--- src/rtl/controle_hazard_pipeline.sv ---
// Hazard and sequencing controller for the 5-stage RV32I pipeline:
// load-use bubbles, redirect flushes, memory-wait freeze with timeout,
// and saturating stall/flush performance counters.
module controle_hazard_pipeline #(
  parameter int unsigned MAX_WAIT = 16,
  parameter int unsigned CNT_W    = 32
) (
  input  logic             clk,
  input  logic             rst_n,
  input  logic [4:0]       id_rs1,
  input  logic [4:0]       id_rs2,
  input  logic             id_uses_rs1,
  input  logic             id_uses_rs2,
  input  logic [4:0]       id_rd,
  input  logic             id_MemRead,
  input  logic             ex_redirect,
  input  logic             mem_req,
  input  logic             mem_ready,
  output logic             pc_write,
  output logic             ifid_write,
  output logic             ifid_flush,
  output logic             idex_flush,
  output logic             global_stall,
  output logic             mem_timeout,
  output logic [CNT_W-1:0] stall_count,
  output logic [CNT_W-1:0] flush_count
);

  localparam int unsigned WAIT_W = 8;

  typedef enum logic [1:0] {
    RUN      = 2'd0,
    MEM_WAIT = 2'd1,
    ERROR    = 2'd2
  } state_t;

  state_t            state_q, state_d;
  logic [WAIT_W-1:0] wait_cnt_q, wait_cnt_d;
  logic [4:0]        ex_rd_q;
  logic              ex_MemRead_q;
  logic              mem_wait_c;
  logic              load_use_c;

  // Hazard detection against the ID/EX shadow copy; x0 never stalls
  always_comb begin
    load_use_c = 1'b0;
    if (ex_MemRead_q && (ex_rd_q != 5'd0)) begin
      load_use_c = (id_uses_rs1 && (id_rs1 == ex_rd_q)) ||
                   (id_uses_rs2 && (id_rs2 == ex_rd_q));
    end
    mem_wait_c = ((state_q == RUN) && mem_req && !mem_ready) ||
                 ((state_q == MEM_WAIT) && !mem_ready);
  end

  // Next-state and prioritised pipeline control outputs
  always_comb begin
    state_d      = state_q;
    wait_cnt_d   = wait_cnt_q;
    pc_write     = 1'b1;
    ifid_write   = 1'b1;
    ifid_flush   = 1'b0;
    idex_flush   = 1'b0;
    global_stall = 1'b0;
    mem_timeout  = 1'b0;

    unique case (state_q)
      RUN: begin
        if (mem_req && !mem_ready) begin
          state_d    = MEM_WAIT;
          wait_cnt_d = WAIT_W'(1);
        end
      end
      MEM_WAIT: begin
        if (mem_ready) begin
          state_d    = RUN;
          wait_cnt_d = '0;
        end else if (wait_cnt_q == WAIT_W'(MAX_WAIT)) begin
          state_d = ERROR;
        end else begin
          wait_cnt_d = WAIT_W'(wait_cnt_q + WAIT_W'(1));
        end
      end
      ERROR: begin
        state_d = ERROR;
      end
      default: begin
        state_d    = RUN;
        wait_cnt_d = '0;
      end
    endcase

    if (state_q == ERROR) begin
      global_stall = 1'b1;
      pc_write     = 1'b0;
      ifid_write   = 1'b0;
      mem_timeout  = 1'b1;
    end else if (mem_wait_c) begin
      global_stall = 1'b1;
      pc_write     = 1'b0;
      ifid_write   = 1'b0;
    end else if (ex_redirect) begin
      ifid_flush   = 1'b1;
      idex_flush   = 1'b1;
    end else if (load_use_c) begin
      pc_write     = 1'b0;
      ifid_write   = 1'b0;
      idex_flush   = 1'b1;
    end
  end

  // FSM state and wait counter
  always_ff @(posedge clk or negedge rst_n) begin
    if (!rst_n) begin
      state_q    <= RUN;
      wait_cnt_q <= '0;
    end else begin
      state_q    <= state_d;
      wait_cnt_q <= wait_cnt_d;
    end
  end

  // ID/EX shadow of rd/MemRead; a bubble clears it, a freeze holds it
  always_ff @(posedge clk or negedge rst_n) begin
    if (!rst_n) begin
      ex_rd_q      <= '0;
      ex_MemRead_q <= 1'b0;
    end else if (!global_stall) begin
      if (idex_flush) begin
        ex_rd_q      <= '0;
        ex_MemRead_q <= 1'b0;
      end else begin
        ex_rd_q      <= id_rd;
        ex_MemRead_q <= id_MemRead;
      end
    end
  end

  // Saturating performance counters
  always_ff @(posedge clk or negedge rst_n) begin
    if (!rst_n) begin
      stall_count <= '0;
      flush_count <= '0;
    end else begin
      if (!pc_write && (stall_count != '1)) begin
        stall_count <= CNT_W'(stall_count + CNT_W'(1));
      end
      if (ex_redirect && !global_stall && (flush_count != '1)) begin
        flush_count <= CNT_W'(flush_count + CNT_W'(1));
      end
    end
  end

endmodule

--- config.mk ---
export PLATFORM = sky130hd
export DESIGN_NAME = controle_hazard_pipeline
export DESIGN_NICKNAME = d
export VERILOG_FILES = /design/src/rtl/controle_hazard_pipeline.sv
export SDC_FILE = /design/constraint.sdc
export NUM_CORES = 1
export LEC_CHECK = 0
export CORE_MARGIN = 2
export CORE_UTILIZATION = 50
export DETAILED_ROUTE_END_ITERATION = 8
export GPL_ROUTABILITY_DRIVEN = 0
export HOLD_SLACK_MARGIN = 0.05
export PLACE_DENSITY_LB_ADDON = 0.25
export SETUP_SLACK_MARGIN = 0.3
export SYNTH_ARGS = -nofsm -noshare
export SYNTH_HDL_FRONTEND = slang
export SYNTH_SLANG_ARGS = --single-unit
--- constraint.sdc ---
create_clock -name clk -period 2.95 [get_ports clk]
set_input_delay 0.4425 -clock clk [delete_from_list [all_inputs] [get_ports clk]]
set_output_delay 0.4425 -clock clk [all_outputs]
set_load 0.05 [all_outputs]
After elaboration in Yosys (flattened, before gate mapping)
Index checks and enable logic that the tools add are counted.
Widths: inputs -> output; s select.

word-level totals
  register bits = 80
  input bits = 23
  logic and storage cells = 64

cells by class
  add/sub/neg operators = 3
  eq/ne operators = 10
  muxes and demuxes = 25
  bitwise operators = 1
  reductions and logical operators = 19

operators with widths
  cell                   count
  $add 32x1->32 const B  2
  $ne 32x32->1 const B   2
  $mux 8                 3
  $pmux 8 s3             1
  $mux 1                 16
  $eq 5x5->1             2
  $logic_and 1x1->1      10
  $add 8x1->8 const B    1
  $eq 8x5->1 const B     1
  $mux 2                 3
  $pmux 2 s3             1
  $mux 5                 1
  $reduce_bool 5->1      1
  $logic_not 1->1        3
  $ne 3x2->1 const B     1
  $ne 3x3->1 const B     1
  $reduce_and 3->1       1
  $eq 2x1->1 const B     1
  $eq 2x2->1 const B     1
  $logic_not 2->1        1
  $logic_or 1x1->1       2
  $ne 2x1->1 const B     1
  $reduce_and 2->1       1
  $not 1->1              1

Longest topological paths before layout
  depth after elaboration = 10
  depth in mapped cells = 10
  mapped depth without buffers = 8

Least setup slack after synthesis
Ideal clock, no wire load.

  path type = flip-flop to output port
  from = reg ex_rd_q[1]
  to = out pc_write
  data arrival time = 2.373 ns
  setup slack = 0.134 ns
  cell stages (with the launch flop) = 6
  buffers on the path = 1
  path through = dfrtp_1 -> or4_1 -> o21ai_1 -> nor2_1 -> a21oi_1 -> buf_4

on the way
  word-level cells in the longest chain between the ends = 8
  elaborated cells between the ends (all ways) = 12
  classes of those cells = 2 x eq/ne; 5 x mux; 5 x reduce/logical

ends and longest elaborated chain
  what                                  line    RTL
  start, declared                       39      logic [4:0] ex_rd_q;
  start signal, assigned                132     ex_rd_q <= id_rd;
  $eq 5x5->1 (on tied branches)         48, 49
  $logic_and 1x1->1 (on tied branches)  48, 49
  $logic_or 1x1->1                      48      load_use_c = (id_uses_rs1 && (id_rs1 == ex_rd_q)) ||
  $mux 1 (*)                            47      if (ex_MemRead_q && (ex_rd_q != 5'd0)) begin
  $mux 1 (*) (4 in a row)               --
  end, declared                         19      output logic pc_write,

Every way passes the cells marked *; elsewhere a longest branch is shown, timed or not.

Worst setup path after layout
  from = reg ex_rd_q[1]
  to = out pc_write

on the way
  word-level cells in the longest chain between the ends = 8
  elaborated cells between the ends (all ways) = 12
  classes of those cells = 2 x eq/ne; 5 x mux; 5 x reduce/logical

ends and longest elaborated chain
  what                                  line    RTL
  $eq 5x5->1 (on tied branches)         48, 49
  $logic_and 1x1->1 (on tied branches)  48, 49
  $logic_or 1x1->1                      48
  $mux 1 (*)                            47
  $mux 1 (*)                            104     end else if (load_use_c) begin
  $mux 1 (*)                            101     end else if (ex_redirect) begin
  $mux 1 (*)                            97      end else if (mem_wait_c) begin
  $mux 1 (*)                            92      if (state_q == ERROR) begin

Marked as above.

==> impl_metrics.json <==
{
  "register_area_um2": 2002,
  "worstHoldPathType": "in -> async",
  "cts_inserted_buffers": 9,
  "fin_tns_setup_ns": 0,
  "clock_tree.root_cell": "sky130_fd_sc_hd__clkbuf_8",
  "wl_per_cell_um": 14.74,
  "maximum_capacitance_violations": 0,
  "port_buffers": 92,
  "track_usage": 0.2094,
  "worstPathMaxFanout": 4,
  "worstSetupStartpointType": "register",
  "boundaryPins": 93,
  "core_area_um2": 7607,
  "die_height_um": 92.14,
  "synth.net_count": 389,
  "post-dp-hpwl_um": 6014,
  "worstPathBufferInverterCount": 1,
  "layout_cells_sized_above_1": 0.07709,
  "area.growth.synth_to_final_pct": 32.86,
  "slew_limit_headroom": 0.3442,
  "worst-endpoint-required_ns": 2.51,
  "postLayoutCellArea_um2": 5160,
  "largest_net_degree_at_the_start_of_global_routing": 81,
  "sequential_to_total_area_share_from_yosys_stat": 0.5155,
  "finalCriticalPeriod_ns": 2.524,
  "critical_path.cell_chain": "or4_1 > o21ai_1 > nor2_1 > a21oi_2 > buf_4",
  "detailedRoute.firstPassIterationCount": 4,
  "critical-path-top-delay-family": "simple AND/OR/NAND/NOR gates",
  "cp_data_arrival_time_ns": 2.08,
  "pwr_density_cell_nw_per_um2": 581.5,
  "timing.hold.ws_ns": 0.2527,
  "report.final.setup_viol": 0,
  "tritoncts_num_sinks": 80,
  "distinct_cell_type_count_after_synthesis": 41,
  "max-clock-path-buffers": 2,
  "via_count_of_the_first_global_routing_pass": 2972,
  "wl_um": 8386,
  "detailedRoute.firstIterationViolations": 130,
  "synth_area_um2": 3884,
  "grt_setup_unrepaired": "false",
  "initial_utilization": 0.5105,
  "num-fill-cells": 598,
  "placement_rows": 32,
  "fin_hold_viols": 0,
  "detailed_place.area_um2": 4908,
  "first_pass_grt_wire_length_um": 14190,
  "max_stage_delay_ns": 0.54,
  "worst_setup_path_end_kind": "primary output",
  "tightestPinTransition_ns": 0.9838,
  "max_freq_ghz": 0.3962,
  "dieArea_um2": 8489,
  "clkTransAtPathRegs_ns": 0.08,
  "timing.final.max_slew_violations": 0,
  "synth_seq_cells": 80,
  "outcome": "finished clean",
  "cts_tree": "done",
  "antenna-diode-count": 0,
  "syn_avg_cell_area_um2": 10.73,
  "multiInputGateArea_um2": 1818,
  "fin_skew_ns": 0.01108,
  "dr_total_vias": 3049,
  "worst_path_cell_with_the_longest_stage_delay": "sky130_fd_sc_hd__or4_1",
  "drt_drc_violations_left": 0,
  "globalRoute.totalOverflow": 0,
  "netlist_instances": 362,
  "timing.setup.critical_path_class": "reg -> out",
  "clkLatencyLatePin_ns": 0.34,
  "fin_crit_sh": 0.8555,
  "detail-route-antenna-nets": 0,
  "yosys_warnings": 0,
  "die_boundary_width_um": 92.14,
  "htree_num_levels": 3,
  "worst_ir_drop_vdd_mv": 0.6268,
  "vias_per_cell": 5.359,
  "static_leakage_nw": 2.146,
  "antenna_found_initial": 0,
  "num-nets-final": 489
}
[sequential cells by signal (all words and copies together) (netlist names)]
name and count:
ex_MemRead_q 1, ex_rd_q 5, flush_count 32, stall_count 32, state_q 2, wait_cnt_q 8
[placed cells by master (no fill, tap or decap), types with 10 or more instances in the layout]
cell type	n
sky130_fd_sc_hd__nand4_1	26
sky130_fd_sc_hd__nand3_1	22
sky130_fd_sc_hd__nand2_1	35
sky130_fd_sc_hd__and3_1	19
sky130_fd_sc_hd__xnor2_1	62
sky130_fd_sc_hd__clkbuf_8	10
sky130_fd_sc_hd__clkdlybuf4s50_1	86
sky130_fd_sc_hd__nor2_1	20
sky130_fd_sc_hd__dfrtp_1	80
sky130_fd_sc_hd__xor2_1	14
[area by class of cell]
class / instances / area share
inverters: 6 / 0.004365
multi-input cells: 268 / 0.3523
clock buffers: 11 / 0.02740
flip-flops and latches: 80 / 0.3880
well taps: 102 / 0.02473
clock inverters: 5 / 0.01552
repair buffers: 97 / 0.1877
[cells in the mapped netlist, drive strengths merged]
library cell	number	area (um2)
dfrtp	80	2002
xnor2	62	543.0
nand2	36	137.6
nand4	26	162.7
nand3	25	140.1
and3	20	126.4
nor2	20	75.07
xor2	14	122.6
and4	8	70.07
a22o	7	61.31
inv	6	22.52
o21ai	6	30.03
and2	5	31.28
buf	5	48.79
ha	4	50.05
nor3	4	20.02
o22ai	4	25.02
clkbuf	3	11.26
or4	3	22.52
a21oi	2	10.01
a31oi	2	12.51
mux2	2	22.52
mux2i	2	20.02
nand2b	2	12.51
nand4b	2	17.52
nor4	2	12.51
or3	2	12.51
a211oi	1	7.510
nor2b	1	6.260
nor3b	1	7.510
nor4b	1	8.760
o211a	1	10.01
o211ai	1	7.510
o21a	1	7.510
or2	1	6.260
[final timing paths]
path,from,end,slack (ns),cells past startpoint
setup / recovery,ex_rd_q[1],pc_write,0.43,5
hold / removal,rst_n,wait_cnt_q[6],0.25,1
setup reg to reg,flush_count[0],flush_count[8],0.52,8
hold reg to reg,flush_count[31],flush_count[31],0.50,1
max in group asynchronous,rst_n,ex_rd_q[4],2.05,1
min in group clk,flush_count[31],flush_count[31],0.50,1
[stage by stage]
| step | setup slack, ns | instances | power, mW | utilization |
|---|---|---|---|---|
| detailed placement | 0.2426 | 551 | 2.126 | 0.6452 |
| global placement | 0.3330 | 551 | 2.113 | 0.6452 |
| floorplan | 0.4334 | 362 | 1.836 | - |
| CTS | 0.3854 | 567 | 3.019 | 0.6743 |
| global route | 0.2938 | 569 | 3.147 | 0.6783 |
| finish | 0.4263 | 569 | 3.000 | 0.6783 |
[power breakdown]
| part | leakage (nW) | switching [mW] | internal [mW] |
|---|---|---|---|
| clock network | 0.106 | 0.392 | 0.499 |
| registers | 1.07 | 0.147 | 1.20 |
| logic | 0.974 | 0.476 | 0.292 |
| total | 2.15 | 1.01 | 1.99 |
[logic make-up (layout without fill, tap and decap cells)]
family                   after synthesis  count (layout)  share of synthesized area
AND/OR/NAND/NOR                      159             159                     0.2239
AO/OA/AOI/OAI                         25              25                    0.04414
XOR/XNOR                              76              76                     0.1714
buffers and inverters                 14             119                    0.02126
adder cells (fa/ha/maj)                4               4                    0.01289
multiplexers                           4               4                    0.01095
flip-flops                            80              80                     0.5155
[layer usage]
layer	up-vias	GRT usage	routed length, um	share of wire
met5	-	0	0	0
met4	0	0.05224	119	0.014
met3	8	0.06738	481	0.057
met2	76	0.3217	3907	0.47
met1	1489	0.2896	3878	0.46
li1	1476	-	-	-
[what timing repair did]
item,CTS,global route
hold buffers,0,0
setup buffers,0,2
setup endpoints to repair,0,3
gates resized for setup,0,3
Power figures use the tool's default switching activity.
